===== config.mk =====
export PLATFORM = sky130hd
export DESIGN_NAME = wts_envelope_scheduler
export DESIGN_NICKNAME = d
export VERILOG_FILES = /design/src/rtl/wts_env_pkg.sv /design/src/rtl/wts_env_key_latch.sv /design/src/rtl/wts_envelope_scheduler.sv
export SDC_FILE = /design/constraint.sdc
export NUM_CORES = 1
export LEC_CHECK = 0
export BUFFER_PORTS_ARGS = -buffer_cell sky130_fd_sc_hd__buf_2
export CORE_UTILIZATION = 25
export CTS_CLUSTER_SIZE = 40
export DETAILED_ROUTE_END_ITERATION = 12
export SYNTH_ARGS = -nofsm -noshare
export SYNTH_HDL_FRONTEND = slang
export SYNTH_SLANG_ARGS = --single-unit

===== constraint.sdc =====
create_clock -name clk -period 3.9 [get_ports clk]
set_clock_uncertainty 0.05 [all_clocks]
set_input_delay 0.195 -clock clk [delete_from_list [all_inputs] [get_ports clk]]
set_output_delay 0.195 -clock clk [all_outputs]
set_load 0.05 [all_outputs]

===== src/rtl/wts_env_pkg.sv =====
// wts_env_pkg: shared envelope state encodings, context widths and scheduler FSM encoding.
package wts_env_pkg;
  localparam int ENV_COUNTER_W = 20;
  localparam int ENV_LEVEL_W   = 7;
  localparam logic [2:0] ENV_IDLE    = 3'd0;
  localparam logic [2:0] ENV_ATTACK  = 3'd1;
  localparam logic [2:0] ENV_DECAY   = 3'd2;
  localparam logic [2:0] ENV_SUSTAIN = 3'd3;
  localparam logic [2:0] ENV_RELEASE = 3'd4;
  typedef enum logic [1:0] {
    SCH_IDLE = 2'd0,
    SCH_STEP = 2'd1,
    SCH_DONE = 2'd2
  } sch_state_t;
endpackage


===== src/rtl/wts_env_key_latch.sv =====
// wts_env_key_latch: per-channel pending key requests (off > on > release), cleared when serviced.
// WTS_ENV_SCHED_ALLOFF_EN adds all_off, which forces key-off on every channel.
module wts_env_key_latch #(
  parameter int NUM_CH = 6,
  parameter int CH_W   = 3
) (
  input  logic              clk,
  input  logic              nreset,
  input  logic [NUM_CH-1:0] key_on_req,
  input  logic [NUM_CH-1:0] key_release_req,
  input  logic [NUM_CH-1:0] key_off_req,
`ifdef WTS_ENV_SCHED_ALLOFF_EN
  input  logic              all_off,
`endif
  input  logic              svc_en,
  input  logic [CH_W-1:0]   svc_ch,
  output logic [NUM_CH-1:0] pend_on,
  output logic [NUM_CH-1:0] pend_rel,
  output logic [NUM_CH-1:0] pend_off
);
  logic [NUM_CH-1:0] r_on, r_rel, r_off;
  logic [NUM_CH-1:0] w_clr, w_on, w_rel, w_off;
  always_comb begin
    w_clr = svc_en ? (NUM_CH'(1) << svc_ch) : '0;
`ifdef WTS_ENV_SCHED_ALLOFF_EN
    w_off = key_off_req | {NUM_CH{all_off}};
    w_on  = key_on_req & ~{NUM_CH{all_off}};
    w_rel = key_release_req & ~{NUM_CH{all_off}};
`else
    w_off = key_off_req;
    w_on  = key_on_req;
    w_rel = key_release_req;
`endif
  end
  // Service clears first, so a request landing in the service cycle survives.
  always_ff @(posedge clk or negedge nreset) begin
    if (!nreset) begin
      r_on  <= '0;
      r_rel <= '0;
      r_off <= '0;
    end else begin
      r_off <= w_off | (r_off & ~w_clr);
      r_on  <= ~w_off & (w_on | (r_on & ~w_clr));
      r_rel <= ~w_off & ~w_on & (w_rel | (r_rel & ~w_clr));
    end
  end
  assign pend_on  = r_on;
  assign pend_rel = r_rel;
  assign pend_off = r_off;
endmodule


===== src/rtl/wts_envelope_scheduler.sv =====
// wts_envelope_scheduler: sweeps NUM_CH envelope contexts through one shared datapath per tick.
// WTS_ENV_SCHED_ALLOFF_EN adds the all_off input.
module wts_envelope_scheduler
  import wts_env_pkg::*;
#(
  parameter int NUM_CH = 6,
  parameter int CH_W   = 3
) (
  input  logic                          clk,
  input  logic                          nreset,
  input  logic                          tick,
  input  logic [NUM_CH-1:0]             key_on_req,
  input  logic [NUM_CH-1:0]             key_release_req,
  input  logic [NUM_CH-1:0]             key_off_req,
`ifdef WTS_ENV_SCHED_ALLOFF_EN
  input  logic                          all_off,
`endif
  input  logic [NUM_CH*8-1:0]           reg_ar,
  input  logic [NUM_CH*8-1:0]           reg_dr,
  input  logic [NUM_CH*8-1:0]           reg_sr,
  input  logic [NUM_CH*8-1:0]           reg_rr,
  input  logic [NUM_CH*6-1:0]           reg_sl,
  output logic                          eg_key_on,
  output logic                          eg_key_release,
  output logic                          eg_key_off,
  output logic [7:0]                    eg_reg_ar,
  output logic [7:0]                    eg_reg_dr,
  output logic [7:0]                    eg_reg_sr,
  output logic [7:0]                    eg_reg_rr,
  output logic [5:0]                    eg_reg_sl,
  output logic [ENV_COUNTER_W-1:0]      eg_counter_in,
  output logic [2:0]                    eg_state_in,
  output logic [ENV_LEVEL_W-1:0]        eg_level_in,
  input  logic [ENV_COUNTER_W-1:0]      eg_counter_out,
  input  logic [2:0]                    eg_state_out,
  input  logic [ENV_LEVEL_W-1:0]        eg_level_out,
  output logic [NUM_CH*ENV_LEVEL_W-1:0] env_level,
  output logic [NUM_CH-1:0]             ch_active,
  output logic                          busy,
  output logic                          frame_done,
  output logic                          overrun
);
  sch_state_t r_state, w_state_nx;
  logic [CH_W-1:0] r_ch, w_ch_nx, w_sel;
  logic w_step, w_last;
  logic [NUM_CH-1:0] w_pon, w_prel, w_poff;
  logic [ENV_COUNTER_W-1:0] r_cnt [NUM_CH];
  logic [2:0] r_st [NUM_CH];
  logic [ENV_LEVEL_W-1:0] r_lvl [NUM_CH];
  logic [NUM_CH*ENV_LEVEL_W-1:0] r_env;
  logic [NUM_CH-1:0] r_act;
  wts_env_key_latch #(.NUM_CH(NUM_CH), .CH_W(CH_W)) u_keys (
    .clk            (clk),
    .nreset         (nreset),
    .key_on_req     (key_on_req),
    .key_release_req(key_release_req),
    .key_off_req    (key_off_req),
`ifdef WTS_ENV_SCHED_ALLOFF_EN
    .all_off        (all_off),
`endif
    .svc_en         (w_step),
    .svc_ch         (r_ch),
    .pend_on        (w_pon),
    .pend_rel       (w_prel),
    .pend_off       (w_poff)
  );
  always_ff @(posedge clk or negedge nreset) begin
    if (!nreset) begin
      r_state <= SCH_IDLE;
      r_ch    <= '0;
    end else begin
      r_state <= w_state_nx;
      r_ch    <= w_ch_nx;
    end
  end
  always_comb begin
    w_last     = r_ch == CH_W'(NUM_CH - 1);
    w_state_nx = r_state == SCH_IDLE ? (tick ? SCH_STEP : SCH_IDLE) :
                 r_state == SCH_STEP ? (w_last ? SCH_DONE : SCH_STEP) : SCH_IDLE;
    w_ch_nx    = (r_state == SCH_STEP && !w_last) ? r_ch + 1'b1 : '0;
  end
  // Outside a sweep the datapath sees channel 0 with all keys low.
  always_comb begin
    w_step         = r_state == SCH_STEP;
    w_sel          = w_step ? r_ch : '0;
    busy           = w_step;
    frame_done     = r_state == SCH_DONE;
    overrun        = tick && r_state != SCH_IDLE;
    eg_key_on      = w_step && w_pon[w_sel];
    eg_key_release = w_step && w_prel[w_sel];
    eg_key_off     = w_step && w_poff[w_sel];
    eg_reg_ar      = reg_ar[8*w_sel +: 8];
    eg_reg_dr      = reg_dr[8*w_sel +: 8];
    eg_reg_sr      = reg_sr[8*w_sel +: 8];
    eg_reg_rr      = reg_rr[8*w_sel +: 8];
    eg_reg_sl      = reg_sl[6*w_sel +: 6];
    eg_counter_in  = r_cnt[w_sel];
    eg_state_in    = r_st[w_sel];
    eg_level_in    = r_lvl[w_sel];
  end
  always_ff @(posedge clk or negedge nreset) begin
    if (!nreset) begin
      for (int i = 0; i < NUM_CH; i++) begin
        r_cnt[i] <= '0;
        r_st[i]  <= ENV_IDLE;
        r_lvl[i] <= '0;
      end
      r_env <= '0;
      r_act <= '0;
    end else if (w_step) begin
      r_cnt[r_ch] <= eg_counter_out;
      r_st[r_ch]  <= eg_state_out;
      r_lvl[r_ch] <= eg_level_out;
      r_env[ENV_LEVEL_W*r_ch +: ENV_LEVEL_W] <= eg_level_out;
      r_act[r_ch] <= eg_state_out != ENV_IDLE;
    end
  end
  assign env_level = r_env;
  assign ch_active = r_act;
endmodule

==> results.toml <==
[synthesis]
synth-edff-count = 0
syn_avg_cell_area_um2 = 11.3
synthAdderAreaFrac_pct = 0.774
synthesis.nets = 1434
synth.mux.area_fraction_pct = 23.0
synth_area_leaders = "dfrtp_1, mux2_2, nand3_1, mux2i_1, a2bb2oi_1"
synth-xor-area-share_pct = 0
yosysWarnings = 0
synthSimpleGateAreaFrac_pct = 9.14
synthDistinctLibCells = 41
netlist_area_um2 = 12900
synth_compound_area_share_pct = 14.5
synth_flop_cell = "dfrtp_1"
synthArstFlopShare_pct = 100
yosysSeqAreaShare_pct = 48.5
ys_ff_latch = 251
synth_top_family_by_area = "multiplexers"
yosysTopAreaCell = "dfrtp_1"
syn_inst = 1147
yosysTopAreaCellShare_pct = 48.5

[critical_path]
crit_buf_inv = 3
path_cells = "nor2b_2 > buf_4 > nand2_4 > buf_4 > a2bb2oi_1 > a22oi_1 > buf_2"
cp_max_fo = 41
rr_startpoint = "r_ch[0]"
crit_type = "reg2out"
end_kind = "output pin"
start_kind = "flop"
cp-startpoint = "r_state[0]"
slowest_stage = "dfrtp_1"
path_delay_family = "buffers and inverters"
rrSetupSlack_ns = 0.88
cp_slowest_stage_delay_ns = 0.48
crit_arrival_ns = 3.37
ff2ff_path_depth = 7
worstReg2RegEnd = "env_level[17]"
cp.required_ns = 3.65
cpMostUsedCell = "buf_4"

[clock_tree]
cts_tree = "done"
cts_made_buffers = 29
worstSkewPairLatency_ns = 0.55
cts_max_path_buffers = 3
post_cts_resize_count = 0
htreeDepth = 1
clock-sinks = 251
path_clk_slew_ns = 0.06
ctsHoldBuffers = 50
root_buffer = "clkbuf_16"
cts_setup_buffers = 0

[timing]
timing.final.crit_share_pct = 92.7
relSlewSlack_pct = 25.5
hold_violations = 0
tns_ns = 0
rsz0062_at_grt = "no"
worst_pin_slew_ns = 1.11
slew_viol_final = 0
setup_slack_ns = 0.285
max_freq_mhz = 277
hold_slack_ns = 0.208
post-route-min-period_ns = 3.62
final-setup-viol-count = 0

[global_route]
antenna_found_initial = 5
first_global_vias = 11241
grt_max_degree = 106
grt_use_total_pct = 16.1
grt_overflow_total = 0
grt_pass1_wl_um = 66900

[die]
start_util_pct = 25.3
core_um2 = 51200
ios = 401
die_area_um2 = 52700
dieWidth_um = 229
die_y_um = 229
rows = 83

[place]
place_hpwl_um = 29500
place_area_um2 = 15600
globalplace.congestion = 0.784
io_buffers = 400
dp_slack_ns = 0.871

[detailed_routing]
wl_per_cell_um = 19.8
drc = 0
viasPerCell = 5.10
first_pass_iters = 5
drtIter0Drc = 796
wirelength_um = 44200
drtAntennaViolNets = 0
num_vias = 11393

[flow_run]
drv_cap = 0

[finish]
final_nets = 1825
final_area_um2 = 17000
drive_gt1_share_pct = 44.2
areaGrowthSynthToFinish_pct = 31.1
diodes = 0
fill_cells = 5148

[hold_path]
hp-class = "in2async"

[run_status]
status = "finished, final reports clean"
metal layers:
| metal | part of all wire [%] | vias up | GRT usage [%] |
|---|---|---|---|
| met1 | 43 | 5726 | 21.0 |
| met2 | 48 | 442 | 26.4 |
| li1 | - | 5107 | - |
| met5 | 0.10 | - | 0 |
| met3 | 6.5 | 110 | 3.40 |
| met4 | 3.0 | 8 | 5.40 |
state kept, by name, indices dropped and copies added, names as in the netlist:
signal / flops
r_lvl: 42
u_keys.pend_rel: 6
r_cnt: 120
r_ch: 3
r_st: 18
u_keys.pend_on: 6
ch_active: 6
env_level: 42
u_keys.pend_off: 6
r_state: 2
cell type report:
| cell class | count | area [um2] | share of cell area (%) |
|---|---|---|---|
| Timing Repair Buffer | 475 | 2730 | 16.1 |
| Tap cell | 680 | 851 | 5.02 |
| Clock buffer | 40 | 807 | 4.76 |
| Multi-Input combinational cell | 776 | 6190 | 36.5 |
| Sequential cell | 251 | 6280 | 37.1 |
| Clock inverter | 9 | 82.6 | 0.487 |
| Inverter | 5 | 21.3 | 0.125 |
cells by family (layout without fill, tap and decap cells):
logic type / after synthesis / after routing
muxes: 270 / 270
adders and majority gates: 8 / 8
AOI/OAI and AO/OA: 263 / 263
DFF: 251 / 251
buffers and inverters: 120 / 529
and+or+nand+nor: 235 / 235
how the worst max path moves through the flow:
stage	to	slack, ns	cells after the start
after floorplan	env_level[14]	1.02	10
after global placement	eg_reg_sl[1]	0.89	7
after detailed placement	eg_reg_sl[1]	0.87	7
after CTS	eg_reg_sl[1]	0.26	7
after global routing	eg_reg_sl[1]	0.1	7
final	eg_reg_sl[1]	0.28	7
layout by cell type (no fill, tap or decap), types with 8 or more instances in the layout:
master and instances:
dlygate4sd3_1 50, ha_1 8, a32oi_1 67, nor2_1 14
buf_2 399, a2bb2oi_1 68, clkbuf_16 29, o21ai_0 24
a21oi_1 85, dfrtp_1 250, mux2_2 193, nand2_1 46
mux2i_1 69, buf_4 23, nand3_1 138
synthesized netlist by cell type, types with 2 or more instances:
cell / n
and3_1: 6
a211oi_1: 3
o221ai_1: 4
nor3_1: 7
inv_1: 5
mux2_4: 7
buf_4: 6
dfrtp_1: 251
buf_1: 10
mux2_2: 193
nand2_1: 50
a21o_1: 6
nor2_1: 15
a32oi_1: 67
ha_1: 8
buf_6: 2
o22ai_1: 3
clkbuf_1: 71
buf_2: 26
a21oi_1: 85
a2bb2oi_1: 68
and2_1: 6
o21ai_0: 24
nand3_1: 139
mux2i_1: 69
through the flow:
stage / util [%] / std cells
floorplan: - / 1147
global placement: 30.4 / 2137
detailed placement: 30.4 / 2137
CTS: 33.1 / 2236
global route: 33.1 / 2236
finish: 33.1 / 2236
Power is left out: the tool's default activity adds up to more than one toggle a clock period on the data nets, which glitch-free logic cannot reach.
